===== config.mk =====
export PLATFORM = sky130hd
export DESIGN_NAME = div_error_accumulator_flat
export DESIGN_NICKNAME = d
export VERILOG_FILES = /design/src/rtl/div_error_accumulator_pkg.sv /design/src/rtl/div_error_accumulator_if.sv /design/src/rtl/seq_restoring_div8.sv /design/src/rtl/div_error_accumulator.sv /design/src/flat_wrapper.sv
export SDC_FILE = /design/constraint.sdc
export NUM_CORES = 1
export LEC_CHECK = 0
export CAP_MARGIN = 5
export CORE_MARGIN = 2
export CORE_UTILIZATION = 51
export DETAILED_ROUTE_END_ITERATION = 7
export PLACE_DENSITY = 0.78
export SLEW_MARGIN = 15
export SYNTH_ARGS = -nofsm -noshare
export SYNTH_HDL_FRONTEND = slang
export SYNTH_SLANG_ARGS = --single-unit
export TNS_END_PERCENT = 5

===== constraint.sdc =====
create_clock -name clk -period 6.3 [get_ports clk]
set_input_delay 0.63 -clock clk [delete_from_list [all_inputs] [get_ports clk]]
set_output_delay 0.63 -clock clk [all_outputs]
set_load 0.005 [all_outputs]

===== src/rtl/div_error_accumulator_pkg.sv =====
// Shared types and sizes for the divider error accumulator.
// Operand widths match the 16/8 array divider being characterised.
package div_error_accumulator_pkg;

  localparam int N_W       = 16;
  localparam int D_W       = 8;
  localparam int DIV_ITERS = 8;

  typedef enum logic [2:0] {
    IDLE,
    SKIP,
    DIV,
    ERR,
    ACC
  } state_t;

  // Magnitude of the quotient error; never exceeds 255 for 8-bit quotients.
  function automatic logic [D_W-1:0] abs_diff8(input logic [D_W-1:0] a,
                                               input logic [D_W-1:0] b);
    return (a >= b) ? (a - b) : (b - a);
  endfunction

endpackage


===== src/rtl/div_error_accumulator_if.sv =====
// Sample channel from the divider under test: operands plus its quotient/remainder.
interface div_error_accumulator_if;
  import div_error_accumulator_pkg::*;

  logic           in_valid;
  logic           in_ready;
  logic [N_W-1:0] n;
  logic [D_W-1:0] d;
  logic [D_W-1:0] q_dut;
  logic [D_W-1:0] r_dut;

  modport master (output in_valid, n, d, q_dut, r_dut, input in_ready);
  modport slave  (input in_valid, n, d, q_dut, r_dut, output in_ready);

endinterface


===== src/rtl/seq_restoring_div8.sv =====
// Iterative restoring divider, one quotient bit per cycle, MSB first.
// Caller guarantees n[15:8] < d, so the quotient fits in 8 bits.
module seq_restoring_div8
  import div_error_accumulator_pkg::*;
(
  input  logic           clk,
  input  logic           rst_n,
  input  logic           start,
  input  logic           abort,
  input  logic [N_W-1:0] n,
  input  logic [D_W-1:0] d,
  output logic           done,
  output logic [D_W-1:0] q,
  output logic [D_W-1:0] r
);

  logic           running;
  logic [2:0]     iter;
  logic [D_W-1:0] rem;
  logic [D_W-1:0] shreg;
  logic [D_W-1:0] dv;
  logic [D_W:0]   t;
  logic [D_W:0]   diff;

  assign t    = {rem, shreg[D_W-1]};
  assign diff = t - {1'b0, dv};
  assign done = running && (iter == 3'(DIV_ITERS - 1));
  assign q    = shreg;
  assign r    = rem;

  // shreg shifts dividend bits out of the top and quotient bits in at the bottom.
  always_ff @(posedge clk or negedge rst_n) begin
    if (!rst_n) begin
      running <= 1'b0;
      iter    <= '0;
      rem     <= '0;
      shreg   <= '0;
      dv      <= '0;
    end else if (abort) begin
      running <= 1'b0;
      iter    <= '0;
    end else if (start) begin
      running <= 1'b1;
      iter    <= '0;
      rem     <= n[N_W-1:D_W];
      shreg   <= n[D_W-1:0];
      dv      <= d;
    end else if (running) begin
      if (t >= {1'b0, dv}) begin
        rem   <= diff[D_W-1:0];
        shreg <= {shreg[D_W-2:0], 1'b1};
      end else begin
        rem   <= t[D_W-1:0];
        shreg <= {shreg[D_W-2:0], 1'b0};
      end
      iter <= iter + 3'd1;
      if (done) running <= 1'b0;
    end
  end

endmodule


===== src/rtl/div_error_accumulator.sv =====
// Checks each divider result against an exact restoring divide and
// accumulates saturating error statistics (count, SSE, max |err|, remainder misses).
module div_error_accumulator
  import div_error_accumulator_pkg::*;
#(
  parameter int ACC_W = 40,
  parameter int CNT_W = 32
) (
  input  logic                   clk,
  input  logic                   rst_n,
  input  logic                   clear,
  div_error_accumulator_if.slave bus,
  output logic                   busy,
  output logic [CNT_W-1:0]       sample_cnt,
  output logic [CNT_W-1:0]       skip_cnt,
  output logic [ACC_W-1:0]       sse,
  output logic [D_W-1:0]         max_abs_err,
  output logic [CNT_W-1:0]       r_mis_cnt
);

  localparam logic [CNT_W-1:0] CNT_ONE = {{(CNT_W-1){1'b0}}, 1'b1};

  state_t         state, next_state;
  logic           transfer, skip_sample, div_start, div_done;
  logic [D_W-1:0] q_exact, r_exact, q_dut_q, r_dut_q;
  logic [D_W-1:0] abs_e, abs_e_q;
  logic [15:0]    sq, sq_q;
  logic           rmis_q;
  logic [ACC_W:0] sse_sum;

  assign bus.in_ready = (state == IDLE) && !clear;
  assign transfer     = bus.in_valid && bus.in_ready;
  assign skip_sample  = (bus.d == '0) || (bus.n[N_W-1:D_W] >= bus.d);
  assign div_start    = transfer && !skip_sample;
  assign busy         = (state != IDLE);

  seq_restoring_div8 u_div (
    .clk   (clk),
    .rst_n (rst_n),
    .start (div_start),
    .abort (clear),
    .n     (bus.n),
    .d     (bus.d),
    .done  (div_done),
    .q     (q_exact),
    .r     (r_exact)
  );

  always_comb begin
    next_state = state;
    case (state)
      IDLE:    if (transfer) next_state = skip_sample ? SKIP : DIV;
      SKIP:    next_state = IDLE;
      DIV:     if (div_done) next_state = ERR;
      ERR:     next_state = ACC;
      ACC:     next_state = IDLE;
      default: next_state = IDLE;
    endcase
    if (clear) next_state = IDLE;
  end

  always_ff @(posedge clk or negedge rst_n) begin
    if (!rst_n) state <= IDLE;
    else        state <= next_state;
  end

  assign abs_e   = abs_diff8(q_exact, q_dut_q);
  assign sq      = {8'b0, abs_e} * {8'b0, abs_e};
  assign sse_sum = {1'b0, sse} + {{(ACC_W + 1 - 16){1'b0}}, sq_q};

  // The DUT's answer is held here while the exact divide runs.
  always_ff @(posedge clk or negedge rst_n) begin
    if (!rst_n) begin
      q_dut_q <= '0;
      r_dut_q <= '0;
      abs_e_q <= '0;
      sq_q    <= '0;
      rmis_q  <= 1'b0;
    end else begin
      if (transfer) begin
        q_dut_q <= bus.q_dut;
        r_dut_q <= bus.r_dut;
      end
      if (state == ERR) begin
        abs_e_q <= abs_e;
        sq_q    <= sq;
        rmis_q  <= (r_exact != r_dut_q);
      end
    end
  end

  // Every statistic sticks at all-ones rather than wrapping.
  always_ff @(posedge clk or negedge rst_n) begin
    if (!rst_n) begin
      sample_cnt  <= '0;
      skip_cnt    <= '0;
      sse         <= '0;
      max_abs_err <= '0;
      r_mis_cnt   <= '0;
    end else if (clear) begin
      sample_cnt  <= '0;
      skip_cnt    <= '0;
      sse         <= '0;
      max_abs_err <= '0;
      r_mis_cnt   <= '0;
    end else if (state == SKIP) begin
      if (!(&skip_cnt)) skip_cnt <= skip_cnt + CNT_ONE;
    end else if (state == ACC) begin
      if (!(&sample_cnt)) sample_cnt <= sample_cnt + CNT_ONE;
      sse <= sse_sum[ACC_W] ? {ACC_W{1'b1}} : sse_sum[ACC_W-1:0];
      if (abs_e_q > max_abs_err) max_abs_err <= abs_e_q;
      if (rmis_q && !(&r_mis_cnt)) r_mis_cnt <= r_mis_cnt + CNT_ONE;
    end
  end

endmodule


===== src/flat_wrapper.sv =====
// flat-port wrapper written by rule: the top's interface ports become plain ports
module div_error_accumulator_flat import div_error_accumulator_pkg::*;
#(
  parameter int ACC_W = 40,
  parameter int CNT_W = 32
)
  (clk, rst_n, clear, busy, sample_cnt, skip_cnt, sse, max_abs_err, r_mis_cnt, bus_in_valid, bus_n, bus_d, bus_q_dut, bus_r_dut, bus_in_ready);
  div_error_accumulator_if bus_i ();
  input  logic clk;
  input  logic rst_n;
  input  logic clear;
  output logic busy;
  output logic [CNT_W-1:0] sample_cnt;
  output logic [CNT_W-1:0] skip_cnt;
  output logic [ACC_W-1:0] sse;
  output logic [D_W-1:0] max_abs_err;
  output logic [CNT_W-1:0] r_mis_cnt;
  input wire logic [$bits(bus_i.in_valid)-1:0] bus_in_valid;
  input wire logic [$bits(bus_i.n)-1:0] bus_n;
  input wire logic [$bits(bus_i.d)-1:0] bus_d;
  input wire logic [$bits(bus_i.q_dut)-1:0] bus_q_dut;
  input wire logic [$bits(bus_i.r_dut)-1:0] bus_r_dut;
  output wire logic [$bits(bus_i.in_ready)-1:0] bus_in_ready;
  assign bus_i.in_valid = bus_in_valid;
  assign bus_i.n = bus_n;
  assign bus_i.d = bus_d;
  assign bus_i.q_dut = bus_q_dut;
  assign bus_i.r_dut = bus_r_dut;
  assign bus_in_ready = bus_i.in_ready;
  div_error_accumulator #(.ACC_W(ACC_W), .CNT_W(CNT_W)) u_core (.clk(clk), .rst_n(rst_n), .clear(clear), .bus(bus_i), .busy(busy), .sample_cnt(sample_cnt), .skip_cnt(skip_cnt), .sse(sse), .max_abs_err(max_abs_err), .r_mis_cnt(r_mis_cnt));
endmodule

==> out/metrics.cfg, run 1 <==
[finish]
n_fill_cell=2188
insertedDiodeCount=0
final_nets=1927
design_area_sq_um=17800
final_common_cell=dfrtp_1
area_growth_pct=26.2
drive_above_1_share=0.113
layout_common_cells=dfrtp_1, clkdlybuf4s50_1, nor2_1

[timing]
tns_ps=0
post-route-period-util=0.997
tightest_slew_ps=993
finalHoldViolCount=0
rsz0062_at_grt=true
finClkSkew_ps=22.8
fmax_mhz=159
hold_ws_ps=125
min_period_ps=6280
setup_violations=0
slew_headroom=0.338
drv_slew=0

[route]
vias=12200
ant_nets=0
wl_met1_mm=15.5
routed_wl_mm=35.1
viasPerCell=5.66
met2WireLength_mm=16.8
first_iter_violations=954
wl_per_cell_um=16.3
drc_errors=0
dr.max_layer_used=met4
route.met3.wl_mm=1.81
first_pass_iters=5

[cts]
h-tree-depth=1
clockBufferDepth=3
cts-root-buf=clkbuf_16
clock_latency_ps=540
numCtsBuffers=26
cts_num_sinks=214
cts_tree=done
clk_pin_slew_ps=60

[run]
cap_violations=0

[worst_setup_path]
critical-path-top-delay-family=adder cells
crit_start=u_core.u_div.q[0]
path_common_cell=fa_1
path_max_fanout=4
worst_ep_arrival_time_ps=6730
r2r_start=u_core.u_div.q[0]
cp.required_ps=6750
critical_path_class=flip-flop to flip-flop
slowest_stage=fa_1
crit_buf_inv=4
startpoint_type=flip-flop
cp_cell_sequence=inv_2 -> ha_4 -> inv_2 -> fa_2 -> nand3_2 -> a31o_1 -> and3_4 -> mux2_4 -> nor3_4 -> xnor2_2 -> nor2_2 -> fa_1 -> fa_1 -> inv_1 -> fa_1 -> fa_1 -> inv_1 -> ha_2 -> or2_4 -> a21oi_4 -> o31ai_2 -> o41a_1 -> or4_1 -> nand3_1
end_kind=flip-flop
slowest_delay_ps=540

[synth]
syn_area_per_cell_sq_um=9.15
ys_ff_latch=214
syn_area_sq_um=14100
ys_async_sr_fraction=1.00
synth_mux_area_frac=0.0380
ys_types=86
synth_top_flop_cell=dfrtp_1
synth_xor_area_frac=0.0674
synth_compound_area_frac=0.144
synth_top_family_by_area=simple AND/OR/NAND/NOR gates
synth_edf_count=0
synth_nets=1708
synth_top_cell_by_area=dfrtp_1
synth_simple_gate_area_frac=0.207
ys_seq_area_frac=0.378
yosysWarnings=0
synth_top_cell_area_share=0.378
synthAdderAreaFrac=0.119
netlist_instances=1546
yosys-top-cells-area=dfrtp_1, ha_1, nor2_1

[global_routing]
grt_antenna_before_repair=0
grt_pass1_wl_mm=57.5
grt_overflow=0
grt_start_max_net_pins=84
grtUsageTotal=0.239
grt_pass1_vias=11700

[die]
start_util=0.522
pin_count=190
die_h_um=171
die_w_um=171
die_area_sq_um=29100
core_area_sq_um=27100
rows=60

[place]
io_buffers=189
globalplace.congestion=0.915
place_hpwl_mm=25.7
placed_area_sq_um=16600

[status]
status=finished, final reports clean

[min_path]
hp-class=primary input to async pin

## through the flow
stage               setup WS [ps]  std cells  utilization
floorplan                    16.7       1546            -
finish                       20.7       2155        0.659
global route                 -241       2155        0.659
CTS                         -15.6       2146        0.649
global placement             1.29       2096        0.614
detailed placement           -172       2096        0.614
## layout make-up
cell class,instances,area (sq um),area share
Multi-Input combinational cell,1165,8380,0.470
Sequential cell,214,5360,0.300
Timing Repair Buffer,245,2320,0.130
Clock buffer,35,734,0.0411
Tap cell,372,465,0.0261
Inverter,113,424,0.0238
Clock inverter,11,171,0.00960
## final timing paths
path,to,slack (ps),cells past startpoint
min in group clk,u_core.sq_q[6],490,2
max,u_core.sq_q[15],20,24
max reg2reg,u_core.sq_q[15],20,24
max in group asynchronous,u_core.u_div.dv[4],4700,2
min reg2reg,u_core.sq_q[6],490,2
min,u_core.sample_cnt[7],120,1
## flip-flops by register name (all words and copies together) (netlist names)
| name | cells |
|---|---|
| u_core.r_mis_cnt | 32 |
| u_core.max_abs_err | 8 |
| u_core.u_div.dv | 8 |
| u_core.sq_q | 15 |
| u_core.sse | 40 |
| u_core.r_dut_q | 8 |
| u_core.state | 3 |
| u_core.u_div.r | 8 |
| u_core.sample_cnt | 32 |
| u_core.skip_cnt | 32 |
| u_core.abs_e_q | 7 |
| u_core.u_div.q | 8 |
| u_core.q_dut_q | 8 |
| u_core.u_div.running | 1 |
| u_core.rmis_q | 1 |
| u_core.u_div.iter | 3 |
## cell families after synthesis
logic type               after synthesis
AND/OR/NAND/NOR                      575
AO/OA/AOI/OAI                        314
flip-flops                           214
buffers and inverters                167
adder cells (fa/ha/maj)              118
XOR/XNOR                             108
multiplexers                          50
## synthesized netlist by cell type, drive strengths merged (3+ instances only)
cell and n:
a311oi 9, o2111ai 6, a221oi 3, nor2 168, xnor2 62, o211a 4, fa 28, xor2 46
clkbuf 36, o211ai 5, o31ai 12, nor3b 5, a21o 16, a31oi 17, nand3 39, or3 23
nand2b 10, or4 4, and4 27, nor2b 17, nor4 10, mux2 24, o31a 5, a31o 4
nor3 52, o21a 7, o21bai 3, and2 15, a211oi 21, inv 113, a21oi 74, or2 9
a21boi 4, buf 18, ha 90, nand2 116, mux2i 26, and3 39, o21ai 105, dfrtp 214
nand3b 4, nand4 32
## worst reg2reg max path, delay by kind of cell, from the launching register on
kind | cells | cell delay, ps
xor+xnor | 1 | 140
mux | 1 | 330
compound gates | 4 | 800
buf+inv | 4 | 210
simple gates | 7 | 1550
fa+ha+maj | 7 | 2810
flops | 1 | 380
## repair_timing
item / in CTS / in global routing
resized for setup: 8 / 43
pin swaps: 7 / 30
setup endpoints to repair: 2 / 4
hold endpoints to repair: 0 / 0
buffers inserted: 4 / 9
hold buffers: 0 / 0
## per-layer routing
metal  vias to the layer above  global-route usage
met5                         -                   0
met4                         0              0.0710
met3                        81              0.0340
met2                       352               0.406
met1                      5866               0.319
li1                       5890                   -
Power of run 1 is left out: the tool's default activity adds up to more than one toggle a clock period on the data nets, which glitch-free logic cannot reach.
==> run 2, diff against run 1 <==
CELL_PAD_IN_SITES_DETAIL_PLACEMENT = 0   (was unset)
CELL_PAD_IN_SITES_GLOBAL_PLACEMENT = 1   (was unset)
CORE_UTILIZATION = 39   (was 51)
==> out/metrics.cfg, run 2 (synthesis gave the netlist of run 1 again) <==
[global_routing]
grt_pass1_wl_mm=62.3  ; +8.3%
grt_pass1_vias=12000  ; +2.5%
grt_overflow=0  ; unchanged
grt_start_max_net_pins=130  ; +55%
grtUsageTotal=0.198  ; -0.0412
grt_antenna_before_repair=0  ; unchanged

[die]
pin_count=190  ; unchanged
start_util=0.397  ; -0.125
rows=69  ; +15%
die_h_um=194  ; +14%
core_area_sq_um=35700  ; +32%
die_area_sq_um=37800  ; +30%
die_w_um=194  ; +14%

[route]
viasPerCell=5.34  ; -5.7%
vias=12000  ; -1.5%
ant_nets=0  ; unchanged
first_iter_violations=578  ; -39%
drc_errors=0  ; unchanged
first_pass_iters=5  ; unchanged
routed_wl_mm=37.5  ; +6.8%
wl_per_cell_um=16.7  ; +2.3%

[run]
cap_violations=0  ; unchanged

[worst_setup_path]
startpoint_type=flip-flop
r2r_cells=28  ; +17%
r2r_start=u_core.u_div.q[0]
slowest_delay_ps=540  ; about the same
end_kind=flip-flop
r2r_end=u_core.sq_q[15]
slowest_stage=fa_1
critical_path_class=flip-flop to flip-flop
reg2reg_slack_ps=-0.8  ; -20 ps
cp.required_ps=6780  ; +30 ps
path_max_fanout=5  ; +1
worst_ep_arrival_time_ps=6780  ; +50 ps

[timing]
slew_headroom=0.352  ; +0.0145
fmax_mhz=159  ; -0.34%
rsz0062_at_grt=true
hold_ws_ps=28.9  ; -95.7 ps
finalHoldViolCount=0  ; unchanged
drv_slew=0  ; unchanged
min_period_ps=6300  ; +21.5 ps
post-route-period-util=1.00  ; +0.00341
setup_violations=1  ; +1
layout_setup_ws_ps=-0.790  ; -21.5 ps
tightest_slew_ps=966  ; -27.6 ps
tns_ps=-0.790  ; -0.790 ps
finClkSkew_ps=27.3  ; +4.57 ps

[place]
preCtsSetupSlack_ps=-159  ; +12.8 ps
io_buffers=189  ; unchanged
place_hpwl_mm=27.4  ; +6.5%
globalplace.congestion=0.831  ; -9.2%

[cts]
cts_num_sinks=214  ; unchanged
clock_latency_ps=570  ; +30 ps
clk_pin_slew_ps=60  ; about the same
cts-root-buf=clkbuf_16
numCtsBuffers=28  ; +7.7%
clockBufferDepth=3  ; unchanged
cts_tree=done
h-tree-depth=1  ; unchanged

[finish]
post-route-util=0.507  ; -0.152
area_growth_pct=27.8
layout_common_cells=dfrtp_1, clkdlybuf4s50_1, nor2_1
drive_above_1_share=0.111  ; -0.00205
final_nets=1929  ; +0.10%
insertedDiodeCount=0  ; unchanged
final_common_cell=dfrtp_1
largest_reg_flops=40  ; unchanged
regMostFlops=u_core.sse

[status]
violations=setup timing
status=finished, violations left

[min_path]
hp-class=primary input to async pin

## run 2: cell types whose count changed in the layout (fill, tap and decap cells not counted), moves of 3 or more
cell and delta:
bufinv_16 +3, mux2i_1 +4, buf_4 -3, clkbuf_1 +3, clkbuf_8 -3, mux2i_2 -4
## run 2: metal layers
metal  global-route usage  part of all wire  vias to the layer above
met3               0.0285             0.050                       37
met4               0.0376             0.014                        0
met2                0.340              0.48                      254
li1                     -                 -                     5913
met1                0.267              0.46                     5800
met5                    0                 0                        -
## run 2: critical path, delay by kind of cell, from the launching register on
kind / cells / cell delay [ps]
mux: 1 / 250
flops: 1 / 380
xor+xnor: 1 / 260
fa+ha+maj: 6 / 2320
buf+inv: 8 / 760
simple gates: 8 / 1370
compound gates: 4 / 880
## run 2: how the worst max path moves through the flow
stage | from | depth (start not counted) | to | slack [ps]
3_3_place_gp | u_core.u_div.q[0] | 27 | u_core.sq_q[15] | -10
3_5_place_dp | u_core.u_div.q[0] | 27 | u_core.sq_q[15] | -160
4_1_cts | u_core.u_div.q[0] | 27 | u_core.sq_q[15] | 7
2_1_floorplan | u_core.u_div.q[0] | 26 | u_core.sq_q[15] | 20
5_1_grt | u_core.u_div.q[0] | 28 | u_core.sq_q[15] | -260
6_report | u_core.u_div.q[0] | 28 | u_core.sq_q[15] | -0.8
## run 2: final cells by class
class | count | area, sq um
clock buffer | 38 | 768
clock inverter | 14 | 273
fill | 3304 | 17600
inverter | 113 | 424
multi-input combinational | 1165 | 8330
sequential | 214 | 5360
tap | 461 | 577
timing repair buffer | 245 | 2350
## run 2: stage by stage
stage | std cells | cell area, sq um
6_report | 2250 | 18100
5_1_grt | 2250 | 18100
4_1_cts | 2241 | 17900
3_5_place_dp | 2186 | 16800
3_3_place_gp | 2186 | 16800
2_1_floorplan | 1546 | 14200
## run 2: repair_timing
item / CTS / global route
gates cloned: 0 / 1
hold buffers: 0 / 0
pin swaps: 7 / 28
gates resized for setup: 11 / 33
setup endpoints to repair: 2 / 5
buffers inserted: 3 / 8
Power of run 2 is left out for the same reason.
